**src/rtl/dmem_arbiter.sv**
```systemverilog
// rtl/dmem_arbiter.sv - CPU / auxiliary requester arbiter in front of the single-port data memory
//
// Purpose:
//   Shares one combinational-read / clocked-write data memory between the
//   pipeline load/store port and an auxiliary valid/ready requester. The CPU
//   wins conflicts by default; a starvation counter forces an aux grant once
//   aux has been refused MAX_WAIT consecutive cycles.
//
// Ports:
//   i_clk, i_reset                  clock, synchronous active-high reset
//   i_cpu_req/we/adr/wd             CPU access this cycle
//   o_cpu_rd, o_cpu_stall           CPU load data (pass-through), hold request
//   i_aux_valid/we/adr/wd           aux request, held stable until ready
//   o_aux_ready                     aux request accepted this cycle
//   o_aux_rvalid, o_aux_rd          registered aux read data, one-cycle pulse
//   o_mem_we/adr/wd, i_mem_rd       data memory port
//   o_stall_cnt                     saturating count of CPU stall cycles
module dmem_arbiter #(
    parameter int WIDTH    = 32,
    parameter int MAX_WAIT = 4,
    parameter int CNT_W    = 16
) (
    input  logic             i_clk,
    input  logic             i_reset,
    input  logic             i_cpu_req,
    input  logic             i_cpu_we,
    input  logic [WIDTH-1:0] i_cpu_adr,
    input  logic [WIDTH-1:0] i_cpu_wd,
    output logic [WIDTH-1:0] o_cpu_rd,
    output logic             o_cpu_stall,
    input  logic             i_aux_valid,
    output logic             o_aux_ready,
    input  logic             i_aux_we,
    input  logic [WIDTH-1:0] i_aux_adr,
    input  logic [WIDTH-1:0] i_aux_wd,
    output logic             o_aux_rvalid,
    output logic [WIDTH-1:0] o_aux_rd,
    output logic             o_mem_we,
    output logic [WIDTH-1:0] o_mem_adr,
    output logic [WIDTH-1:0] o_mem_wd,
    input  logic [WIDTH-1:0] i_mem_rd,
    output logic [CNT_W-1:0] o_stall_cnt
);

    // MAX_WAIT=0 would give a zero-width counter; keep one bit, which then
    // stays at zero and compares equal to the limit on every cycle.
    localparam int WC_W = (MAX_WAIT > 0) ? $clog2(MAX_WAIT + 1) : 1;
    localparam logic [WC_W-1:0] WC_MAX = WC_W'(MAX_WAIT);

    logic [WC_W-1:0]  r_wait_cnt;
    logic             r_aux_rvalid;
    logic [WIDTH-1:0] r_aux_rd;
    logic [CNT_W-1:0] r_stall_cnt;

    logic w_wait_full;
    logic w_aux_grant;
    logic w_cpu_grant;
    logic w_cpu_stall;
    logic w_aux_read;

    // Grant: aux wins when the CPU is idle or aux has waited its limit.
    always_comb begin
        w_wait_full = (r_wait_cnt == WC_MAX);
        w_aux_grant = i_aux_valid & (~i_cpu_req | w_wait_full) & ~i_reset;
        w_cpu_grant = i_cpu_req & ~w_aux_grant & ~i_reset;
        w_cpu_stall = i_cpu_req & ~w_cpu_grant & ~i_reset;
        w_aux_read  = w_aux_grant & ~i_aux_we;
    end

    // Memory mux: the CPU side drives address/data whenever aux is not
    // granted, but only writes when actually granted.
    always_comb begin
        o_mem_adr = i_cpu_adr;
        o_mem_wd  = i_cpu_wd;
        o_mem_we  = i_cpu_we & w_cpu_grant;
        if (w_aux_grant) begin
            o_mem_adr = i_aux_adr;
            o_mem_wd  = i_aux_wd;
            o_mem_we  = i_aux_we;
        end
    end

    always_ff @(posedge i_clk) begin
        if (i_reset) begin
            r_wait_cnt   <= '0;
            r_aux_rvalid <= 1'b0;
            r_aux_rd     <= '0;
            r_stall_cnt  <= '0;
        end else begin
            // Count refused cycles; a grant or a dropped request restarts it,
            // so the CPU wins the conflict right after a forced aux grant.
            if (i_aux_valid & ~w_aux_grant) begin
                if (!w_wait_full) begin
                    r_wait_cnt <= r_wait_cnt + 1'b1;
                end
            end else begin
                r_wait_cnt <= '0;
            end

            r_aux_rvalid <= w_aux_read;
            if (w_aux_read) begin
                r_aux_rd <= i_mem_rd;
            end

            if (w_cpu_stall && (r_stall_cnt != {CNT_W{1'b1}})) begin
                r_stall_cnt <= r_stall_cnt + 1'b1;
            end
        end
    end

    assign o_cpu_rd     = i_mem_rd;
    assign o_cpu_stall  = w_cpu_stall;
    assign o_aux_ready  = w_aux_grant;
    assign o_aux_rvalid = r_aux_rvalid;
    assign o_aux_rd     = r_aux_rd;
    assign o_stall_cnt  = r_stall_cnt;

endmodule

```
**config.mk**
```make
export PLATFORM = sky130hd
export DESIGN_NAME = dmem_arbiter
export DESIGN_NICKNAME = d
export VERILOG_FILES = /design/src/rtl/dmem_arbiter.sv
export SDC_FILE = /design/constraint.sdc
export NUM_CORES = 1
export LEC_CHECK = 0
export ABC_AREA = 1
export BUFFER_PORTS_ARGS = -buffer_cell sky130_fd_sc_hd__clkbuf_2
export CAP_MARGIN = 0
export CORE_AREA = 8 8 114 116
export DETAILED_ROUTE_END_ITERATION = 8
export DIE_AREA = 0 0 122 124
export PLACE_DENSITY = 0.75
export SLEW_MARGIN = 20
export SYNTH_ARGS = -nofsm -noshare
export SYNTH_HDL_FRONTEND = slang
export SYNTH_SLANG_ARGS = --single-unit
```
**constraint.sdc**
```tcl
create_clock -name i_clk -period 4.1 [get_ports i_clk]
set_input_delay 0.615 -clock i_clk [delete_from_list [all_inputs] [get_ports i_clk]]
set_output_delay 0.615 -clock i_clk [all_outputs]
set_load 0.01 [all_outputs]
```
==> flow_summary.yaml, run 1 <==
final_layout:
  num-fill-cells: 1202
  n_antenna_cell: 0
  drive_gt1_frac: 0.4061
  area_growth_pct: 46.81
  fin_nets: 988
sta:
  clock_skew_ns: 0.003904
  setup_tns_ns: 0
  fin_crit_sh: 0.7153
  slew_viol_final: 0
  setup_viol: 0
  hold-worst-slack_ns: 0.4429
  max_slew.worst_pin.slew_ns: 0.6663
  layout_min_cycle_time_ns: 2.933
  hold_violations: 0
  rsz0062_at_grt: "false"
  setup_ws_ns: 1.167
  fmax_ghz: 0.3410
  relSlewSlack: 0.5552
pwr:
  leakagePower_nw: 2.748
  vdd_drop_max_v: 0.0001696
  power.density_nw_per_um2: 260.3
synthesis:
  synth_top_family_by_area: "simple AND/OR/NAND/NOR gates"
  synth_area_sq_um: 3279
  synth_edf_count: 0
  muxShareOfSynthArea: 0
  synthCells: 556
  syn-num-nets: 725
  ys_seq_area_frac: 0.3174
  ys_ff_latch: 52
  synthSimpleGateAreaFrac: 0.4330
  synthMostInstantiatedCell: "nand2_1"
  syn_area_per_cell_sq_um: 5.898
  synthArstFlopShare: 0
  synth_xor_area_frac: 0.01870
  synth.distinct_cells: 24
  synthTopCellsByCount: "nand2_1, dfxtp_1, o21ai_0, buf_4, nor2_1"
  synthFlopType: "dfxtp_1"
  synth_compound_area_frac: 0.07821
  synth-adder-area-share: 0.01145
  synth_top_area_frac: 0.3686
  yosys.area.top_type: "nand2_1"
  synthTopCellsByArea: "nand2_1, dfxtp_1, buf_4, o21ai_0, nor2_1"
  yosysWarnings: 0
routing:
  drt_iter0_drc: 185
  wirelength_mm: 13.82
  drc: 0
  vias: 4159
  firstDrtPassIters: 4
  vias_per_cell: 4.319
  ant_nets: 0
  wire_per_inst_microns: 14.35
critical_path:
  crit_fanout: 55
  critPathKind: "input port to output pin"
  r2r_slack_ns: 1.71
  critical_path.endpoint_type: "output pin"
  cp-startpoint: "i_reset"
  cp.required_ns: 3.48
  reg2reg_from: "r_wait_cnt[0]$_SDFFE_PP0N_"
  arrival_ns: 2.32
  start_kind: "input port"
placement:
  dp_hpwl_mm: 11.63
  gp_congestion: 0.9035
  dp_slack_ns: 1.185
  numPortBuffers: 313
die:
  start_util: 0.2935
  rows: 39
  core_sq_um: 11170
  fp.dieW_microns: 122
  dieArea_sq_um: 15130
  io_pins: 314
  die_h_microns: 124
clock_tree:
  clk_latency_ns: 0.29
  numCtsBuffers: 5
  cts.sinks: 52
  h-tree-depth: 2
  cts_hold_buf: 0
  cts-root-buf: "clkbuf_16"
  cts_resized: 0
  clk_path_buf_depth: 2
  clk_pin_slew_ns: 0.07
  cts_setup_buffers: 0
  cts_tree: "done"
global_route:
  grt_overflow: 0
  first_global_vias: 4054
  antenna_found_initial: 0
  grt_max_degree: 67
  grt_use_total: 0.1633
  grt_pass1_wl_mm: 19.93
run_status:
  outcome: "finished, final reports clean"
worst_hold_path:
  min-delay-start: "r_wait_cnt[0]$_SDFFE_PP0N_"
  hold_path_class: "flip-flop to flip-flop"
job:
  max_cap_viol_count: 0
## layout by cell type, fill, tap and decap left out
| master | netlist | routed |
|---|---|---|
| xor2_1 | 2 | 2 |
| nor3_1 | 1 | 1 |
| clkbuf_2 | 0 | 313 |
| clkinv_4 | 0 | 1 |
| inv_2 | 2 | 2 |
| o21ai_0 | 36 | 36 |
| nand3b_1 | 1 | 1 |
| nor2_4 | 2 | 3 |
| nand2_1 | 322 | 322 |
| nand3_1 | 5 | 5 |
| inv_1 | 17 | 16 |
| xnor2_1 | 5 | 5 |
| buf_4 | 34 | 3 |
| nor2_1 | 26 | 25 |
| ha_1 | 3 | 3 |
| o21ai_4 | 1 | 1 |
| clkbuf_16 | 0 | 5 |
| a21oi_1 | 12 | 12 |
| nand4_1 | 5 | 5 |
| nand3_2 | 1 | 1 |
| inv_6 | 0 | 1 |
| clkinv_1 | 1 | 2 |
| clkinv_2 | 0 | 1 |
| nand2_2 | 2 | 2 |
| dfxtp_1 | 52 | 52 |
## cells by family after synthesis
family          after synthesis
xor+xnor                      7
buf+inv                      80
simple gates                365
fa+ha+maj                     3
flops                        52
compound gates               49
## sequential cells by signal (all words and copies together), names as in the netlist
| signal | cells |
|---|---|
| o_stall_cnt | 16 |
| o_aux_rvalid | 1 |
| o_aux_rd | 32 |
| r_wait_cnt | 3 |
## metal layers
metal,track usage,part of all wire,vias to the layer above
met2,0.2651,0.47,187
met1,0.2057,0.42,1760
met4,0.04086,0.012,0
li1,-,-,2199
met3,0.05122,0.10,13
met5,0,0,-
## final timing paths
check | to | depth (start not counted)
setup reg to reg | o_stall_cnt[1]$_SDFFE_PP0P_ | 11
hold reg to reg | r_wait_cnt[0]$_SDFFE_PP0N_ | 1
setup / recovery | o_mem_wd[21] | 7
hold / removal | r_wait_cnt[0]$_SDFFE_PP0N_ | 1
## critical path, cell delays in order
cell,delay [ns]
clkbuf_2,0.32
nor2_1,0.11
nand2_2,0.24
buf_4,0.51
nand2_1,0.22
nand2_1,0.15
clkbuf_2,0.14
## area by class of cell
cell class              instances  area, sq um  area share
multi-input cells             424         1783      0.3703
repair buffers                316         1589      0.3300
inverters                      20        75.07     0.01559
clock buffers                   5        125.1     0.02599
well taps                     143        178.9     0.03716
flip-flops and latches         52         1041      0.2162
clock inverters                 3        22.52    0.004678
## through the flow
step | total power [mW] | utilization | cell area [sq um] | instances
final | 1.253 | 0.4309 | 4815 | 963
after global routing | 1.322 | 0.4309 | 4815 | 963
after CTS | 1.272 | 0.4309 | 4815 | 963
after detailed placement | 0.8446 | 0.4176 | 4667 | 955
after global placement | 0.8445 | 0.4176 | 4667 | 955
after floorplan | 0.6852 | - | 3279 | 556
## report_power, final
group / leakage (nW) / switching (mW) / internal [mW] / total [mW]
logic: 2.25 / 0.172 / 0.135 / 0.307
registers: 0.422 / 0.00697 / 0.518 / 0.525
clock network: 0.0742 / 0.193 / 0.229 / 0.421
Power figures use the tool's default switching activity.
==> run 2: changes to the inputs <==
--- a/config.mk
+++ b/config.mk
@@ -5,13 +5,13 @@
 export SDC_FILE = /design/constraint.sdc
 export NUM_CORES = 1
 export LEC_CHECK = 0
-export ABC_AREA = 1
+export ABC_AREA = 0
 export BUFFER_PORTS_ARGS = -buffer_cell sky130_fd_sc_hd__clkbuf_2
 export CAP_MARGIN = 0
-export CORE_AREA = 8 8 114 116
+export CORE_AREA = 8 8 115 117
 export DETAILED_ROUTE_END_ITERATION = 8
-export DIE_AREA = 0 0 122 124
-export PLACE_DENSITY = 0.75
+export DIE_AREA = 0 0 123 125
+export PLACE_DENSITY = 0.73
 export SLEW_MARGIN = 20
 export SYNTH_ARGS = -nofsm -noshare
 export SYNTH_HDL_FRONTEND = slang
==> constraint.sdc (replaced) <==
create_clock -name i_clk -period 2.8 [get_ports i_clk]
set_input_delay 0.42 -clock i_clk [delete_from_list [all_inputs] [get_ports i_clk]]
set_output_delay 0.42 -clock i_clk [all_outputs]
set_load 0.01 [all_outputs]
==> run 2 against run 1 <==
Clock skew rose by 0.0053 ns. Final cell count fell by 19%. Combinational power rose by 50%. Clock power rose by 48%. Via count fell by 16%. Register-to-register slack got worse by 1.3 ns. Final area barely moved. Worst hold slack got worse by 0.099 ns. Largest cell class unchanged. Highest routed layer unchanged.
==> flow_summary.yaml, run 2 <==
synthesis:
  synthFlopType: "dfxtp_1"
  yosysWarnings: 0
  yosys.area.top_type: "dfxtp_1"
  synth_area_sq_um: 3138
  synthMostInstantiatedCell: "mux2_2"
  synth_edf_count: 0
  ys_ff_latch: 52
  synth.distinct_cells: 31
  ys_seq_area_frac: 0.3317
  syn_area_per_cell_sq_um: 8.741
  synth_top_area_frac: 0.3317
  syn-num-nets: 528
  synthTopCellsByCount: "mux2_2, dfxtp_1, nand2_1, o21ai_0, nand2b_1"
  synthArstFlopShare: 0
  synthTopCellsByArea: "dfxtp_1, mux2_2, buf_4, nand2b_1, o21ai_0"
  synthCells: 359
clock_tree:
  cts_tree: "done"
  cts-root-buf: "clkbuf_16"
  clk_latency_ns: 0.29
  clk_path_buf_depth: 2
  h-tree-depth: 2
  cts_hold_buf: 0
  clk_pin_slew_ns: 0.07
  cts.sinks: 52
  numCtsBuffers: 5
placement:
  dp_hpwl_mm: 12.64
  dp_slack_ns: 0.3241
  gp_congestion: 0.9097
  numPortBuffers: 313
  placedCellCount: 773
pwr:
  power.density_nw_per_um2: 383.3
  leakagePower_nw: 2.386
  vdd_drop_max_v: 0.0002258
run_status:
  outcome: "finished, final reports clean"
global_route:
  grt_pass1_wl_mm: 20.67
  grt_max_degree: 66
  first_global_vias: 3657
  grt_overflow: 0
  grt_use_total: 0.1764
  antenna_found_initial: 0
final_layout:
  fin_nets: 804
  finalNonFillerCells: 783
  final_common_cell: "clkbuf_2"
  final_cell_mix: "clkbuf_2, mux2_2, dfxtp_1"
  drive_gt1_frac: 0.6242
  final_core_util: 0.4148
  largest_reg_flops: 32
  area_growth_pct: 53.47
  n_antenna_cell: 0
routing:
  firstDrtPassIters: 4
  drc: 0
  wire_per_inst_microns: 18.43
  ant_nets: 0
  wirelength_mm: 14.43
  vias_per_cell: 4.487
  drt_iter0_drc: 173
  vias: 3513
sta:
  fin_crit_sh: 0.9577
  max_slew.worst_pin.slew_ns: 0.5581
  hold_violations: 0
  setup_ws_ns: 0.1184
  layout_min_cycle_time_ns: 2.682
  hold-worst-slack_ns: 0.3436
  setup_viol: 0
  setup_tns_ns: 0
  clock_skew_ns: 0.009228
  slew_viol_final: 0
  rsz0062_at_grt: "false"
  relSlewSlack: 0.6280
  fmax_ghz: 0.3729
die:
  io_pins: 314
  dieArea_sq_um: 15380
  fp.dieW_microns: 123
  die_h_microns: 125
  rows: 40
  core_sq_um: 11610
  start_util: 0.2703
critical_path:
  crit_chain: "inv_1 > ha_1 > nand2_1 > and2_1 > nor2_4 > buf_12 > mux2_2 > clkbuf_2"
  start_kind: "flip-flop"
  cp_slowest_stage_delay_ns: 0.40
  cp.required_ns: 2.38
  crit_fanout: 30
  slowest_stage: "mux2_2"
  arrival_ns: 2.26
  critical_path.endpoint_type: "output pin"
  critPathKind: "flip-flop to output pin"
worst_hold_path:
  hold_path_class: "input port to flip-flop"
job:
  max_cap_viol_count: 0
## run 2: path summary, 6_finish.rpt
path                                    start                     endpoint  slack, ns  depth (start not counted)
setup / recovery   r_wait_cnt[0]$_SDFFE_PP0N_                 o_mem_wd[21]       0.12                          8
hold / removal                    i_mem_rd[0]     o_aux_rd[0]$_SDFFE_PP0P_       0.34                          3
setup reg to reg  o_stall_cnt[0]$_SDFFE_PP0P_  o_stall_cnt[8]$_SDFFE_PP0P_       0.45                          6
hold reg to reg     o_aux_rd[24]$_SDFFE_PP0P_    o_aux_rd[24]$_SDFFE_PP0P_       0.47                          2
## run 2: cells by family (layout without fill, tap and decap cells)
family / count (synthesis) / in the layout / share of synthesized area
AND/OR/NAND/NOR: 123 / 123 / 0.1994
multiplexers: 68 / 68 / 0.2432
buffers and inverters: 60 / 337 / 0.1124
flip-flops: 52 / 52 / 0.3317
AO/OA/AOI/OAI: 44 / 44 / 0.07616
XOR/XNOR: 9 / 9 / 0.02512
adder cells (fa/ha/maj): 3 / 3 / 0.01196
## run 2: critical path, delay by kind of cell (launching register included)
| family | cells | cell delay (ns) |
|---|---|---|
| buffers and inverters | 3 | 0.45 |
| multiplexers | 1 | 0.40 |
| flip-flops | 1 | 0.33 |
| AND/OR/NAND/NOR | 3 | 0.59 |
| adder cells (fa/ha/maj) | 1 | 0.18 |
## run 2: final cells by class
class                      count  area (sq um)
sequential                    52          1041
inverter                       8         30.03
tap                          147         183.9
multi-input combinational    247          1757
clock inverter                 2         13.76
timing repair buffer         321          1652
fill                        1197          6795
clock buffer                   6         138.9
## run 2: layer usage
metal | track usage | vias up | share of wire
li1 | - | 1748 | -
met1 | 0.1966 | 1556 | 0.39
met2 | 0.2979 | 193 | 0.47
met3 | 0.07381 | 16 | 0.12
met4 | 0.05174 | 0 | 0.025
met5 | 0 | - | 0
## run 2: per-stage QoR
stage	cell area [sq um]	power (mW)
global placement	4648	1.242
floorplan	3138	0.9992
CTS	4801	1.884
global route	4816	1.938
detailed placement	4648	1.244
finish	4816	1.846
## run 2: power by group
part           switching (mW)  total (mW)  internal (mW)
clock                   0.264       0.622          0.358
sequential            0.00845       0.766          0.757
combinational           0.225       0.459          0.233
total                   0.498        1.85           1.35
## run 2: timing repair
| action | in CTS | in global routing |
|---|---|---|
| setup buffers | 0 | 2 |
| resized for setup | 0 | 0 |
| setup endpoints to repair | 0 | 53 |
